## src/rtl/lamp_safety_driver.sv

```systemverilog
// rtl/lamp_safety_driver.sv - lamp driver with all-red clearance and latched flashing-red fault
// Optional LAMP_FAULT_LOG_EN adds fault_count/fault_src outputs.
module lamp_safety_driver #(
   parameter int CLEAR_CYCLES = 2,
   parameter int FLASH_HALF   = 4,
   parameter int FAULT_CYCLES = 1
) (
   input  logic       clk,
   input  logic       reset_n,
   input  logic [1:0] light_n,
   input  logic [1:0] light_e,
   input  logic [1:0] light_s,
   input  logic [1:0] light_w,
   input  logic       fault_clr,
   output logic [2:0] lamp_n,
   output logic [2:0] lamp_e,
   output logic [2:0] lamp_s,
   output logic [2:0] lamp_w,
   output logic       clearing,
   output logic       fault
`ifdef LAMP_FAULT_LOG_EN
   ,
   output logic [7:0] fault_count,
   output logic [3:0] fault_src
`endif
);

   localparam int CW = $clog2(CLEAR_CYCLES) + 1;
   localparam int FW = $clog2(FLASH_HALF) + 1;
   localparam int KW = $clog2(FAULT_CYCLES) + 1;

   localparam logic [1:0] S_PASS  = 2'd0;
   localparam logic [1:0] S_CLEAR = 2'd1;
   localparam logic [1:0] S_FAULT = 2'd2;

   localparam logic [CW-1:0] CLEAR_INIT = CW'(CLEAR_CYCLES - 1);
   localparam logic [FW-1:0] FLASH_LAST = FW'(FLASH_HALF - 1);
   localparam logic [KW-1:0] FAULT_MAX  = KW'(FAULT_CYCLES);
   localparam logic [11:0]   ALL_RED    = {4{3'b100}};

   function automatic logic [2:0] decode(input logic [1:0] code);
      case (code)
         2'b10:   decode = 3'b001;
         2'b01:   decode = 3'b010;
         default: decode = 3'b100;
      endcase
   endfunction

   logic [1:0]    state;
   logic [CW-1:0] clear_cnt;
   logic [FW-1:0] flash_cnt;
   logic          flash_on;
   logic [KW-1:0] conf_cnt;
   logic          last_valid;
   logic [1:0]    last_dir;
   logic [11:0]   lamps;

   logic [3:0]    active;
   logic          conflict;
   logic [1:0]    dir;
   logic [KW-1:0] conf_next;
   logic          trip;
   logic          flash_wrap;
   logic          flash_on_next;
   logic [11:0]   decoded;

   assign active   = {|light_n, |light_e, |light_s, |light_w};
   // Two or more active bits, or any illegal code.
   assign conflict = ((active & (active - 4'd1)) != 4'd0) ||
                     (&light_n) || (&light_e) || (&light_s) || (&light_w);
   assign conf_next = !conflict ? '0 :
                      (conf_cnt == FAULT_MAX) ? conf_cnt : conf_cnt + 1'b1;
   assign trip      = conflict && (conf_next == FAULT_MAX);
   assign decoded   = {decode(light_n), decode(light_e), decode(light_s), decode(light_w)};
   assign flash_wrap    = (flash_cnt == FLASH_LAST);
   assign flash_on_next = flash_wrap ? ~flash_on : flash_on;

   always_comb begin
      dir = 2'd3;
      if (active[3])      dir = 2'd0;
      else if (active[2]) dir = 2'd1;
      else if (active[1]) dir = 2'd2;
   end

   always_ff @(posedge clk or negedge reset_n) begin
      if (!reset_n) begin
         state      <= S_PASS;
         clear_cnt  <= '0;
         flash_cnt  <= '0;
         flash_on   <= 1'b1;
         conf_cnt   <= '0;
         last_valid <= 1'b0;
         last_dir   <= 2'd0;
         lamps      <= ALL_RED;
         clearing   <= 1'b0;
         fault      <= 1'b0;
`ifdef LAMP_FAULT_LOG_EN
         fault_count <= 8'd0;
         fault_src   <= 4'd0;
`endif
      end else begin
         conf_cnt <= conf_next;
         if (state == S_FAULT) begin
            if (!conflict && fault_clr) begin
               state      <= S_CLEAR;
               clear_cnt  <= CLEAR_INIT;
               last_valid <= 1'b0;
               flash_cnt  <= '0;
               flash_on   <= 1'b1;
               lamps      <= ALL_RED;
               clearing   <= 1'b1;
               fault      <= 1'b0;
            end else begin
               flash_cnt <= flash_wrap ? '0 : flash_cnt + 1'b1;
               flash_on  <= flash_on_next;
               lamps     <= {4{flash_on_next, 2'b00}};
            end
         end else if (trip) begin
            state     <= S_FAULT;
            flash_cnt <= '0;
            flash_on  <= 1'b1;
            lamps     <= ALL_RED;
            clearing  <= 1'b0;
            fault     <= 1'b1;
`ifdef LAMP_FAULT_LOG_EN
            if (fault_count != 8'd255) fault_count <= fault_count + 8'd1;
            fault_src <= active;
`endif
         end else if (conflict) begin
            lamps <= ALL_RED;
         end else if (state == S_CLEAR) begin
            if (clear_cnt != '0) begin
               clear_cnt <= clear_cnt - 1'b1;
               lamps     <= ALL_RED;
            end else begin
               state      <= S_PASS;
               clearing   <= 1'b0;
               lamps      <= decoded;
               last_valid <= |active;
               if (|active) last_dir <= dir;
            end
         end else if (active == 4'd0) begin
            lamps <= ALL_RED;
         end else if (!last_valid || dir == last_dir) begin
            lamps      <= decoded;
            last_dir   <= dir;
            last_valid <= 1'b1;
         end else begin
            state     <= S_CLEAR;
            clear_cnt <= CLEAR_INIT;
            lamps     <= ALL_RED;
            clearing  <= 1'b1;
         end
      end
   end

   assign lamp_n = lamps[11:9];
   assign lamp_e = lamps[8:6];
   assign lamp_s = lamps[5:3];
   assign lamp_w = lamps[2:0];

endmodule

```

## config.mk

```make
export PLATFORM = sky130hd
export DESIGN_NAME = lamp_safety_driver
export DESIGN_NICKNAME = d
export VERILOG_FILES = /design/src/rtl/lamp_safety_driver.sv
export SDC_FILE = /design/constraint.sdc
export NUM_CORES = 1
export LEC_CHECK = 0
export ABC_AREA = 1
export CORE_MARGIN = 3
export CORE_UTILIZATION = 23
export CTS_CLUSTER_SIZE = 20
export DETAILED_ROUTE_END_ITERATION = 6
export MAX_ROUTING_LAYER = met4
export SYNTH_ARGS = -nofsm -noshare
export SYNTH_HDL_FRONTEND = slang
export SYNTH_SLANG_ARGS = --single-unit
```

## constraint.sdc

```tcl
create_clock -name clk -period 1.9 [get_ports clk]
set_clock_uncertainty 0.05 [all_clocks]
set_input_delay 0.19 -clock clk [delete_from_list [all_inputs] [get_ports clk]]
set_output_delay 0.19 -clock clk [all_outputs]
set_load 0.01 [all_outputs]
```

==> flow_summary.rst <==
.. list-table::
   :header-rows: 1

   * - Metric
     - Value
   * - Outcome
     - finished clean
   * - Setup bufs post-CTS
     - 0
   * - Worst skew pair latency
     - 270 ps
   * - Total number of vias
     - 1219
   * - Most common cell after layout, fill and taps aside
     - sky130_fd_sc_hd__nand2_1
   * - Deepest level of the CTS H-tree
     - 1
   * - Detailed-route DRC error count
     - 0
   * - Final critical-path required period
     - 1686 ps
   * - HPWL reported at the end of detailed placement
     - 2393 um
   * - Post-route worst hold slack
     - 234.8 ps
   * - Post-route design area
     - 2076 um2
   * - Filler-free cell count of the finished design
     - 301
   * - First-iteration detailed-routing DRC count
     - 43
   * - Critical setup path kind
     - input pin to flop
   * - Number of hold buffers added after cts
     - 0
   * - Maximum number of buffers from clock root to sink
     - 2
   * - Full die area
     - 7825 um2
   * - Number of placed instances with taps included
     - 297
   * - Period utilization
     - 88.73%
   * - Clock tree from TritonCTS
     - built
   * - Cell chosen for the clock root
     - sky130_fd_sc_hd__clkbuf_8
   * - Commonest non-fill, non-tap cells in the layout
     - 40 x sky130_fd_sc_hd__nand2_1, 35 x sky130_fd_sc_hd__inv_1, 24 x sky130_fd_sc_hd__clkdlybuf4s50_1, 21 x sky130_fd_sc_hd__ha_1, 19 x sky130_fd_sc_hd__dfrtp_1
   * - Area leader, netlist
     - sky130_fd_sc_hd__dfrtp_1
   * - Netlist cell types
     - 25
   * - Effective utilization at floorplan
     - 24.22%
   * - Synthesized netlist net count
     - 212
   * - Yosys reg bits
     - 24
   * - CP Capture Type
     - flop
   * - Gr ovfl total
     - 0
   * - Proportion of netlist area held by the largest area contributor
     - 30.40%
   * - Cell breakdown of the critical path
     - clkdlybuf4s50_1 > inv_1 > ha_1 > nand2_2 > inv_2 > nand2_2 > nand2_4 > nand3_4 > clkinv_2 > nand3_4 > nor2_2
   * - Area growth from synthesis to layout
     - 32.72%
   * - Fill cells
     - 686
   * - Port buffer count
     - 24
   * - Peak fanout along the critical path
     - 8
   * - Share of synthesized area occupied by flip-flops and latches
     - 38.80%
   * - Global Route Usage Sum
     - 8.659%
   * - Core Util, Final
     - 32.14%
   * - Worst Path Arrival
     - 1800 ps
   * - Slowest cell delay on critical path
     - 510 ps
   * - Overall power of the completed layout
     - 1.653 mW
   * - Cell area after synthesis
     - 1564 um2
   * - Count of maximum capacitance violations
     - 0
   * - Maximum number of pins on one net before global-route repair
     - 25
   * - Slew Viols, Final
     - 0
   * - Power density cells
     - 796.3 nW/um2
   * - Rel. slew slack
     - 79.46%
   * - Via density per instance
     - 4.050
   * - Height of the chip
     - 88.46 um
   * - Antenna diode instance count
     - 0
   * - Critical register-to-register path startpoint
     - clearing$_DFFE_PN0P_
   * - Global-route wire length before repair
     - 4968 um
   * - Mapped Cells
     - 180
   * - Count of final hold-check violations
     - 0
   * - Iteration count of the initial detailed-routing pass
     - 4
   * - Worst vdd ir
     - 338.8 uV
   * - Synthesized area divided by synthesized cell count
     - 8.689 um2
   * - TritonCTS buffer count
     - 3
   * - Total of cells resized after clock tree synthesis
     - 0
   * - Total number of nets in the final design
     - 257
   * - Yosys warning total
     - 0
   * - Weighted congestion reported at the end of routability-driven placement
     - 0.7514
   * - Setup slack of the critical path after layout
     - 214.1 ps
   * - Initial antenna violation count
     - 0
   * - Setup repair after global routing missed its margin
     - false
   * - Clock-pin slew of the registers on the worst-case setup and hold paths
     - 90 ps
   * - I/O pins
     - 25
   * - Number of clock sinks
     - 24
   * - Biggest area contributors in the synthesized netlist
     - sky130_fd_sc_hd__dfrtp_1 30%, sky130_fd_sc_hd__ha_1 17%, sky130_fd_sc_hd__nand2_1 9.6%, sky130_fd_sc_hd__dfstp_2 8.4%, sky130_fd_sc_hd__inv_1 8.4%
   * - Transition time at the pin with the least slew margin
     - 308.2 ps
   * - Final setup violation count
     - 0
   * - Kind of start point of the critical path
     - input pin
   * - Area of the placeable core
     - 6459 um2
   * - Area post-placement
     - 2021 um2
   * - Via count of the first global-routing pass
     - 1093
   * - Proportion of layout cells with a drive suffix above 1
     - 22.77%
   * - Cell row count
     - 29
   * - Start point of the critical path
     - light_n[1]
   * - Post-route ant nets
     - 0
   * - Critical path required time
     - 2020 ps
   * - Final sum of negative setup slack
     - 0 ps
   * - Routed length per instance
     - 9.708 um
   * - Crit path max-delay cell type
     - sky130_fd_sc_hd__clkdlybuf4s50_1
   * - Leakage component of the power
     - 1.002 nW
   * - Max frequency
     - 593.2 MHz
   * - Worst slack after detailed placement
     - -99.16 ps
   * - Total detailed-routing wirelength
     - 2922 um
   * - Die X-Extent
     - 88.46 um
   * - Hold WC Path Type
     - input pin to asynchronous set/reset pin
==> report_power, final <==
group / internal [mW] / switching, mW / total [mW]
Combinational: 0.254 / 0.371 / 0.626
Clock: 0.185 / 0.170 / 0.356
Sequential: 0.606 / 0.0651 / 0.672
==> worst max-delay path: cells and delay by family <==
kind                     cells  cell delay, ps
buffers and inverters        4             750
AND/OR/NAND/NOR              6             610
adder cells (fa/ha/maj)      1             240
==> flip-flops by register name (all words and copies together), names as in the netlist, 2 cells and up <==
name	cells
last_dir	2
flash_cnt	3
clear_cnt	2
lamps	12
==> routing by layer <==
metal  up-vias  wire length, um  GRT usage [%]
li1        645                -              -
met1       555             1405          10.90
met2        14             1376          13.19
met3         5               83          2.142
met4         0               57          3.709
met5         -                0              -
==> cell usage after synthesis <==
library cell / n
sky130_fd_sc_hd__nand2_4: 1
sky130_fd_sc_hd__o21ai_2: 1
sky130_fd_sc_hd__nor3_1: 1
sky130_fd_sc_hd__o21ai_0: 5
sky130_fd_sc_hd__dfrtp_1: 19
sky130_fd_sc_hd__nor2_4: 2
sky130_fd_sc_hd__nand4_1: 7
sky130_fd_sc_hd__nand2_1: 40
sky130_fd_sc_hd__clkinv_2: 1
sky130_fd_sc_hd__o21a_1: 1
sky130_fd_sc_hd__inv_2: 1
sky130_fd_sc_hd__ha_1: 21
sky130_fd_sc_hd__nand3b_1: 1
sky130_fd_sc_hd__xor2_1: 1
sky130_fd_sc_hd__o211ai_2: 1
sky130_fd_sc_hd__nand3_4: 3
sky130_fd_sc_hd__inv_1: 35
sky130_fd_sc_hd__nor3b_1: 1
sky130_fd_sc_hd__nand2_2: 3
sky130_fd_sc_hd__nand3_2: 4
sky130_fd_sc_hd__nand3_1: 8
sky130_fd_sc_hd__o21ai_1: 2
sky130_fd_sc_hd__dfstp_2: 5
sky130_fd_sc_hd__nor2_2: 9
sky130_fd_sc_hd__nor2_1: 7
==> final timing paths <==
path | to | slack (ps) | cells past startpoint
worst max register to register | last_dir[1]$_DFFE_PN0P_ | 260 | 8
max in group asynchronous | lamps[8]$_DFF_PN1_ | 1280 | 2
worst min-delay path | last_dir[0]$_DFFE_PN0P_ | 230 | 2
worst max-delay path | lamps[10]$_DFF_PN0_ | 210 | 11
worst min register to register | clear_cnt[1]$_DFFE_PN0P_ | 440 | 2
min in group clk | clear_cnt[1]$_DFFE_PN0P_ | 440 | 2
==> cells by family after synthesis <==
family | count (synthesis) | share of synthesized area [%]
AO/OA/AOI/OAI | 10 | 4.080
XOR/XNOR | 1 | 0.5601
adder cells (fa/ha/maj) | 21 | 16.80
buffers and inverters | 37 | 8.960
flip-flops | 24 | 38.80
AND/OR/NAND/NOR | 87 | 30.80
==> cell type report <==
class	count	area [um2]	area share, %
clock buffers	4	55.05	2.652
inverters	37	140.1	6.751
multi-input cells	119	817.0	39.36
flip-flops and latches	24	606.8	29.23
well taps	77	96.34	4.641
repair buffers	40	360.3	17.36
Note: power is estimated with default switching activity, not from simulation.
